[src/rtl/types_pkg.sv]
// Shared types for the data-memory responder: FSM state, latched request and sizing constants.
package types_pkg;
  localparam int DATA_W = 16;
  localparam int ADDR_W = 16;
  localparam int CNT_W  = 4;

  typedef enum logic [1:0] {
    DMEM_IDLE,
    DMEM_WAIT,
    DMEM_RESP
  } dmem_state_t;

  typedef struct packed {
    logic              write;
    logic [ADDR_W-1:0] addr;
    logic [DATA_W-1:0] wdata;
  } dmem_req_t;
endpackage

[src/rtl/wait_counter.sv]
// Wait-state down-counter: loads on request acceptance, decrements while waiting, flags the last wait cycle.
module wait_counter
  import types_pkg::*;
(
  input  logic             clk,
  input  logic             rst,
  input  logic             i_load,
  input  logic [CNT_W-1:0] i_load_val,
  input  logic             i_dec,
  output logic             o_done
);

  logic [CNT_W-1:0] r_cnt;

  always_ff @(posedge clk or negedge rst) begin
    if (!rst) begin
      r_cnt <= '0;
    end else if (i_load) begin
      r_cnt <= i_load_val;
    end else if (i_dec && (r_cnt != '0)) begin
      r_cnt <= r_cnt - 1'b1;
    end
  end

  // A count of one means this is the final wait cycle.
  assign o_done = (r_cnt <= CNT_W'(1));

endmodule

[src/rtl/dmem_responder.sv]
// Data-memory responder: valid/ready request intake, WAIT_STATES wait cycles, one-cycle response.
// Optional out-of-range detection is enabled by defining DMEM_BOUNDS_CHECK_EN.
module dmem_responder
  import types_pkg::*;
#(
  parameter int DEPTH       = 256,
  parameter int WAIT_STATES = 2
) (
  input  logic              clk,
  input  logic              rst,
  input  logic              halt_sys,
  input  logic              req_valid,
  input  logic              req_write,
  input  logic [ADDR_W-1:0] req_addr,
  input  logic [DATA_W-1:0] req_wdata,
  output logic              req_ready,
  output logic              rsp_valid,
  output logic [DATA_W-1:0] rsp_rdata,
  output logic              stall,
  output logic              rsp_err
);

  localparam int          AW        = (DEPTH > 1) ? $clog2(DEPTH) : 1;
  localparam logic [16:0] LP_DEPTH  = 17'(DEPTH);
`ifdef DMEM_BOUNDS_CHECK_EN
  localparam logic        LP_CHECK  = 1'b1;
`else
  localparam logic        LP_CHECK  = 1'b0;
`endif

  function automatic logic f_oob(input logic [ADDR_W-1:0] a);
    return LP_CHECK && ({1'b0, a} >= LP_DEPTH);
  endfunction

  dmem_state_t       r_state;
  dmem_req_t         r_req;
  logic              r_ready;
  logic              r_rsp_valid;
  logic              r_stall;
  logic              r_err;
  logic [DATA_W-1:0] r_mem [DEPTH];

  logic              w_accept;
  logic              w_done;
  logic              w_commit;
  logic [AW-1:0]     w_idx;

  assign req_ready = r_ready & ~halt_sys;
  assign w_accept  = req_valid & req_ready;
  // Upper address bits fall away here, so accesses wrap modulo DEPTH.
  assign w_idx     = AW'(r_req.addr);
  assign w_commit  = (r_state == DMEM_RESP) & ~halt_sys & r_req.write & ~r_err;

  wait_counter u_wait_counter (
    .clk        (clk),
    .rst        (rst),
    .i_load     (w_accept),
    .i_load_val (CNT_W'(WAIT_STATES)),
    .i_dec      ((r_state == DMEM_WAIT) & ~halt_sys),
    .o_done     (w_done)
  );

  // Request latch: data only, captured at acceptance.
  always_ff @(posedge clk) begin
    if (w_accept) begin
      r_req <= '{write: req_write, addr: req_addr, wdata: req_wdata};
    end
  end

  // Control FSM; halt_sys freezes every transition.
  always_ff @(posedge clk or negedge rst) begin
    if (!rst) begin
      r_state     <= DMEM_IDLE;
      r_ready     <= 1'b1;
      r_rsp_valid <= 1'b0;
      r_stall     <= 1'b0;
      r_err       <= 1'b0;
    end else if (!halt_sys) begin
      case (r_state)
        DMEM_IDLE: begin
          if (w_accept) begin
            r_ready <= 1'b0;
            r_stall <= 1'b1;
            if (WAIT_STATES == 0) begin
              r_state     <= DMEM_RESP;
              r_rsp_valid <= 1'b1;
              r_err       <= f_oob(req_addr);
            end else begin
              r_state <= DMEM_WAIT;
            end
          end
        end
        DMEM_WAIT: begin
          if (w_done) begin
            r_state     <= DMEM_RESP;
            r_rsp_valid <= 1'b1;
            r_err       <= f_oob(r_req.addr);
          end
        end
        DMEM_RESP: begin
          r_state     <= DMEM_IDLE;
          r_ready     <= 1'b1;
          r_rsp_valid <= 1'b0;
          r_stall     <= 1'b0;
          r_err       <= 1'b0;
        end
        default: begin
          r_state     <= DMEM_IDLE;
          r_ready     <= 1'b1;
          r_rsp_valid <= 1'b0;
          r_stall     <= 1'b0;
          r_err       <= 1'b0;
        end
      endcase
    end
  end

  // Store commit on the edge that leaves RESP.
  always_ff @(posedge clk) begin
    if (w_commit) begin
      r_mem[w_idx] <= r_req.wdata;
    end
  end

  assign rsp_rdata = (r_rsp_valid && !r_req.write && !r_err) ? r_mem[w_idx] : '0;
  assign rsp_valid = r_rsp_valid;
  assign stall     = r_stall;
  assign rsp_err   = r_err;

endmodule

[config.mk]
export PLATFORM = sky130hd
export DESIGN_NAME = dmem_responder
export DESIGN_NICKNAME = d
export VERILOG_FILES = /design/src/rtl/types_pkg.sv /design/src/rtl/wait_counter.sv /design/src/rtl/dmem_responder.sv
export SDC_FILE = /design/constraint.sdc
export NUM_CORES = 2
export LEC_CHECK = 0
export ABC_AREA = 1
export CORE_MARGIN = 4
export CORE_UTILIZATION = 50
export CTS_BUF_LIST = sky130_fd_sc_hd__clkbuf_2
export DETAILED_ROUTE_END_ITERATION = 12
export MAX_ROUTING_LAYER = met4
export PLACE_DENSITY = 0.68
export SYNTH_ARGS = -nofsm -noshare
export SYNTH_HDL_FRONTEND = slang
export SYNTH_SLANG_ARGS = --single-unit
[constraint.sdc]
create_clock -name clk -period 4.3 [get_ports clk]
set_clock_uncertainty 0.1 [all_clocks]
set_input_delay 0.645 -clock clk [delete_from_list [all_inputs] [get_ports clk]]
set_output_delay 0.645 -clock clk [all_outputs]
set_load 0.01 [all_outputs]
# After elaboration in Yosys (flattened, before gate mapping)
# Memories as Yosys holds them, arrays and structs flattened. A register that Yosys moved wholly into a read port is not among the register bits.
# Index checks and enable logic that the tools add are counted.
# Widths: inputs -> output; s select.
[classes]
add_sub_neg = 1
n_eq_ne = 4
magnitude_cmp = 1
reduce_logical = 11
n_bitwise = 10
muxes = 17
[op_table]
columns = ["op", "count"]
rows = [
  ["$mux 16", 1],
  ["$reduce_and 3->1", 3],
  ["$mux 4", 2],
  ["$mux 8", 1],
  ["$pmux 1 s2", 4],
  ["$and 1x1->1", 6],
  ["$mux 1", 6],
  ["$le 4x1->1 const B", 1],
  ["$mux 2", 2],
  ["$ne 2x1->1 const B", 2],
  ["$not 1->1", 4],
  ["$pmux 2 s2", 1],
  ["$reduce_bool 4->1", 1],
  ["$sub 4x1->4 const B", 1],
  ["$logic_and 1x1->1", 3],
  ["$eq 2x1->1 const B", 1],
  ["$eq 2x2->1 const B", 1],
  ["$logic_not 1->1", 2],
  ["$logic_not 2->1", 1],
  ["$reduce_bool 2->1", 1],
]
[totals]
memories = 1
out_inout_bits = 20
inputBits = 37
ramBits = 4096
register_bits = 35
[mem_list]
columns = ["memory", "depth", "width", "rd", "rd_ports_with_merged_regs", "write_ports", "line_no", "rtl"]
rows = [
  ["r_mem", 256, 16, 1, 1, 1, "dmem_responder.sv:41", "logic [DATA_W-1:0] r_mem [DEPTH];"],
]

# Logic depth before layout (Yosys ltp)
[logic_depth]
depth_word = 6
ltp_mapped = 15
depth_no_buf = 11

# Hierarchy
# From an unflattened synthesis, not the netlist that was laid out.
[unflattened]
hier_cells = 13728
area_unflattened_um2 = 167170.3
[by_module_without_submodules]
columns = ["mod", "cells_per_inst", "seq_area_each_um2", "n_inst", "area_per_inst_um2"]
rows = [
  ["dmem_responder", 13686, 124035.2, 1, 166852.5],
  ["wait_counter", 42, 100.1, 1, 317.8],
]

# Least setup slack after synthesis
# Ideal clock, no wire load.
[synth_path]
path_type = "reg2reg"
start = "register r_req[0] in the netlist's numbering"
end = "memory r_mem[0][0], data pin"
period_less_slack_ps = 4146
arrival_time_ps = 3228
path_slack_ps = 154
setup_ps = 817
path_buffers = 0
stages_incl_launch_ff = 1
cell_sequence = "edfxtp_1"
[synth_lines]
columns = ["element", "line_no", "rtl"]
rows = [
  ["start, declared", "dmem_responder.sv:36", "dmem_req_t r_req;"],
  ["start signal, assigned", "dmem_responder.sv:66", "r_req <= '{write: req_write, addr: req_addr, wdata: req_wdata};"],
  ["end, declared", "dmem_responder.sv:41", ""],
]
# No word-level cell before the write port.

==> impl_metrics.env <==
export IMPL_cts_htree_levels=7
export IMPL_groute_usage_overall_pct=29.30
export IMPL_r2r_setup_slack_ps=830
export IMPL_cts_tree="built"
export IMPL_drc=0
export IMPL_yosysWarnings=0
export IMPL_dieHeight_um=586
export IMPL_clock_root_buffer="clkbuf_2"
export IMPL_drt_vias_per_instance=5.844
export IMPL_syn_nets=13746
export IMPL_final_area_um2=194300
export IMPL_final_hold_viol_count=0
export IMPL_syn_avg_cell_area_um2=12.19
export IMPL_hold_class="in2async"
export IMPL_worstMarginPinSlew_ps=1713
export IMPL_final_util_pct=58.61
export IMPL_rsz0062_at_grt="true"
export IMPL_drtPass1Iterations=8
export IMPL_cp_end_kind="output pin"
export IMPL_p_leak_nw=71.07
export IMPL_ir_worst_vdd_mv=0.2613
export IMPL_ys_seq_area_share_pct=74.31
export IMPL_cts_clk_slew_worst_paths_ps=100
export IMPL_slew_headroom_pct=-14.20
export IMPL_cts_sinks=4138
export IMPL_netlist_area_um2=167000
export IMPL_start_util_pct=50.38
export IMPL_num_nets_final=15074
export IMPL_drv_cap=0
export IMPL_ys_ff_latch=4138
export IMPL_path_class="reg2out"
export IMPL_place_area_um2=176900
export IMPL_io_pins=57
export IMPL_antenna_found_initial=18
export IMPL_syn_inst=13706
export IMPL_fin_crit_ps=5586
export IMPL_status="finished with violations"
export IMPL_crit_fanout=14
export IMPL_arrival_ps=4840
export IMPL_setup_viol=16
export IMPL_final_max_slew_violation_count=78
export IMPL_grt_first_pass_wirelength_mm=718.7
export IMPL_routed_wl_mm=492.4
export IMPL_overflow=0
export IMPL_min_period_over_period_pct=129.9
export IMPL_num_vias=117071
export IMPL_grt_max_degree=172
export IMPL_drive_above_1_share_pct=20.93
export IMPL_final_antenna_net_count=0
export IMPL_yosysUniqueCellTypes=27
export IMPL_dieArea_um2=343400
export IMPL_core_area_um2=331600
export IMPL_failed_checks="slew limit, setup timing"
export IMPL_detail_route_wl_per_cell_um=24.58
export IMPL_hpwl_mm=268.9
export IMPL_dr_first_iter_drc_count=14929
export IMPL_syn_to_final_growth_pct=16.34
export IMPL_reg2reg_depth=10
export IMPL_clock_latency_ps=2230
export IMPL_gp_congestion=0.9504
export IMPL_reg2reg_from="r_ready"
export IMPL_grt_pass1_vias=113060
export IMPL_fmax_ghz=0.1790
export IMPL_place_ws_ps=-150.6
export IMPL_rows=211
export IMPL_cp_start_kind="flop"
export IMPL_numCtsBuffers=1102
export IMPL_die_w_um=586
export IMPL_powerDensity_nw_per_um2=475.6
export IMPL_portBuffers=47
export IMPL_worst_slack_ps=-1286
export IMPL_cp_required_ps=3560
export IMPL_clockBufferDepth=5
cell usage in the layout (no fill, tap or decap), drive strengths merged, types with 8 or more instances in the layout:
cell           Yosys  layout
dlygate4sd3        0      82
clkdlybuf4s50      0      30
nand3           3858    3858
dfrtp              8       8
edfxtp          4121    4121
a21oi             36      36
bufbuf             0      39
dfxtp              8       8
clkinv             1     182
buf              791    1003
diode              0      21
o21ai             76      76
o22ai             33      33
clkbuf           147    1499
nand2           4151    4151
nor2             438     438
bufinv             0      16
inv               27      51
cell type report:
cell class / count / area [µm²]
well taps: 4366 / 5463
diodes: 21 / 52.55
inverters: 28 / 183.9
repair inverters: 6 / 123.9
repair buffers: 1156 / 14200
clock buffers: 1498 / 7497
multi-input cells: 8602 / 41410
clock inverters: 216 / 1257
fillers: 25906 / 137200
flip-flops and latches: 4138 / 124200
critical path, cell delays in order, from the launching register on:
cell and delay (ps):
dfxtp_4 410, buf_12 180, clkinv_16 140, buf_4 160, bufbuf_16 280, nand3_1 80
nand3_1 120, nand3_1 160, nand3_1 150, nand3_2 180, nand3_2 150, nand3_4 110
nand2_4 110, nor2_4 210, buf_6 130
synthesized netlist by cell type:
cell	count	area, µm²
a21oi_1	36	180.2
buf_1	69	259.0
buf_12	1	20.02
buf_2	459	2297
buf_4	178	1336
buf_6	84	945.9
clkbuf_1	147	551.8
clkinv_1	1	3.750
conb_1	1	3.750
dfrtp_1	8	200.2
dfstp_2	1	26.28
dfxtp_1	8	160.2
edfxtp_1	4121	123700
ha_1	3	37.54
inv_1	23	86.33
inv_2	2	7.510
inv_4	1	6.260
inv_6	1	8.760
mux2_2	1	11.26
nand2_1	4151	15580
nand3_1	3858	19310
nand4_1	1	6.260
nor2_1	438	1644
nor3_1	3	15.01
o21ai_0	76	380.4
o22ai_1	33	206.5
xor2_1	1	8.760
where the power goes:
group / leakage [nW] / switching, mW / total (mW) / internal [mW]
clock: 6.88 / 15.4 / 25.6 / 10.2
combinational: 27.0 / 14.5 / 21.8 / 7.31
sequential: 37.2 / 0.186 / 45.0 / 44.9
total: 71.1 / 30.1 / 92.4 / 62.3
through the flow:
step	hold WS (ps)	setup TNS, ps	instances	total power [mW]
final	312.6	-20070	20031	92.44
after global routing	156.0	-24060	20030	96.26
after CTS	23.95	-22770	20006	91.86
after detailed placement	385.6	-340.0	18066	63.37
after global placement	381.8	-292.1	18066	63.12
after floorplan	249.4	0	13706	56.55
layer usage:
| metal | track usage, % | part of all wire [%] | vias to the layer above |
|---|---|---|---|
| li1 | - | - | 52206 |
| met1 | 36.84 | 37 | 56376 |
| met2 | 44.11 | 47 | 7283 |
| met3 | 7.117 | 11 | 1206 |
| met4 | 15.92 | 5.3 | 0 |
| met5 | - | 0 | - |
registers in the layout (all words and copies together), names as in the netlist, named ones only:
register              count
u_wait_counter.r_cnt      4
r_req                    25
r_state                   2
r_ready                   1
rsp_valid                 1
stall                     1
r_mem                  4096
timing repair:
item,in CTS,in global routing
gates cloned,77,1
hold endpoints to repair,90,0
endpoints found under the setup margin,17,16
pin swaps,166,102
buffers inserted,71,9
hold buffers,82,0
gates resized for setup,871,203
worst max-delay path by stage:
stage	slack (ps)	cells after the start	end
floorplan	150	0	r_mem[0][0]
global placement	-120	16	rsp_rdata[14]
detailed placement	-150	16	rsp_rdata[14]
CTS	-1440	16	rsp_rdata[3]
global route	-1530	16	rsp_rdata[9]
finish	-1290	14	rsp_rdata[9]
kinds of logic (layout without fill, tap and decap cells):
logic type / Yosys count / count (layout) / synth area share, %
simple gates: 8451 / 8451 / 21.88
flops: 4138 / 4138 / 74.31
buf+inv: 966 / 2904 / 3.306
compound gates: 145 / 145 / 0.4592
fa+ha+maj: 3 / 3 / 0.02247
other cells: 1 / 22 / 0.002245
xor+xnor: 1 / 1 / 0.005244
mux: 1 / 1 / 0.006741
Power figures use the tool's default switching activity.
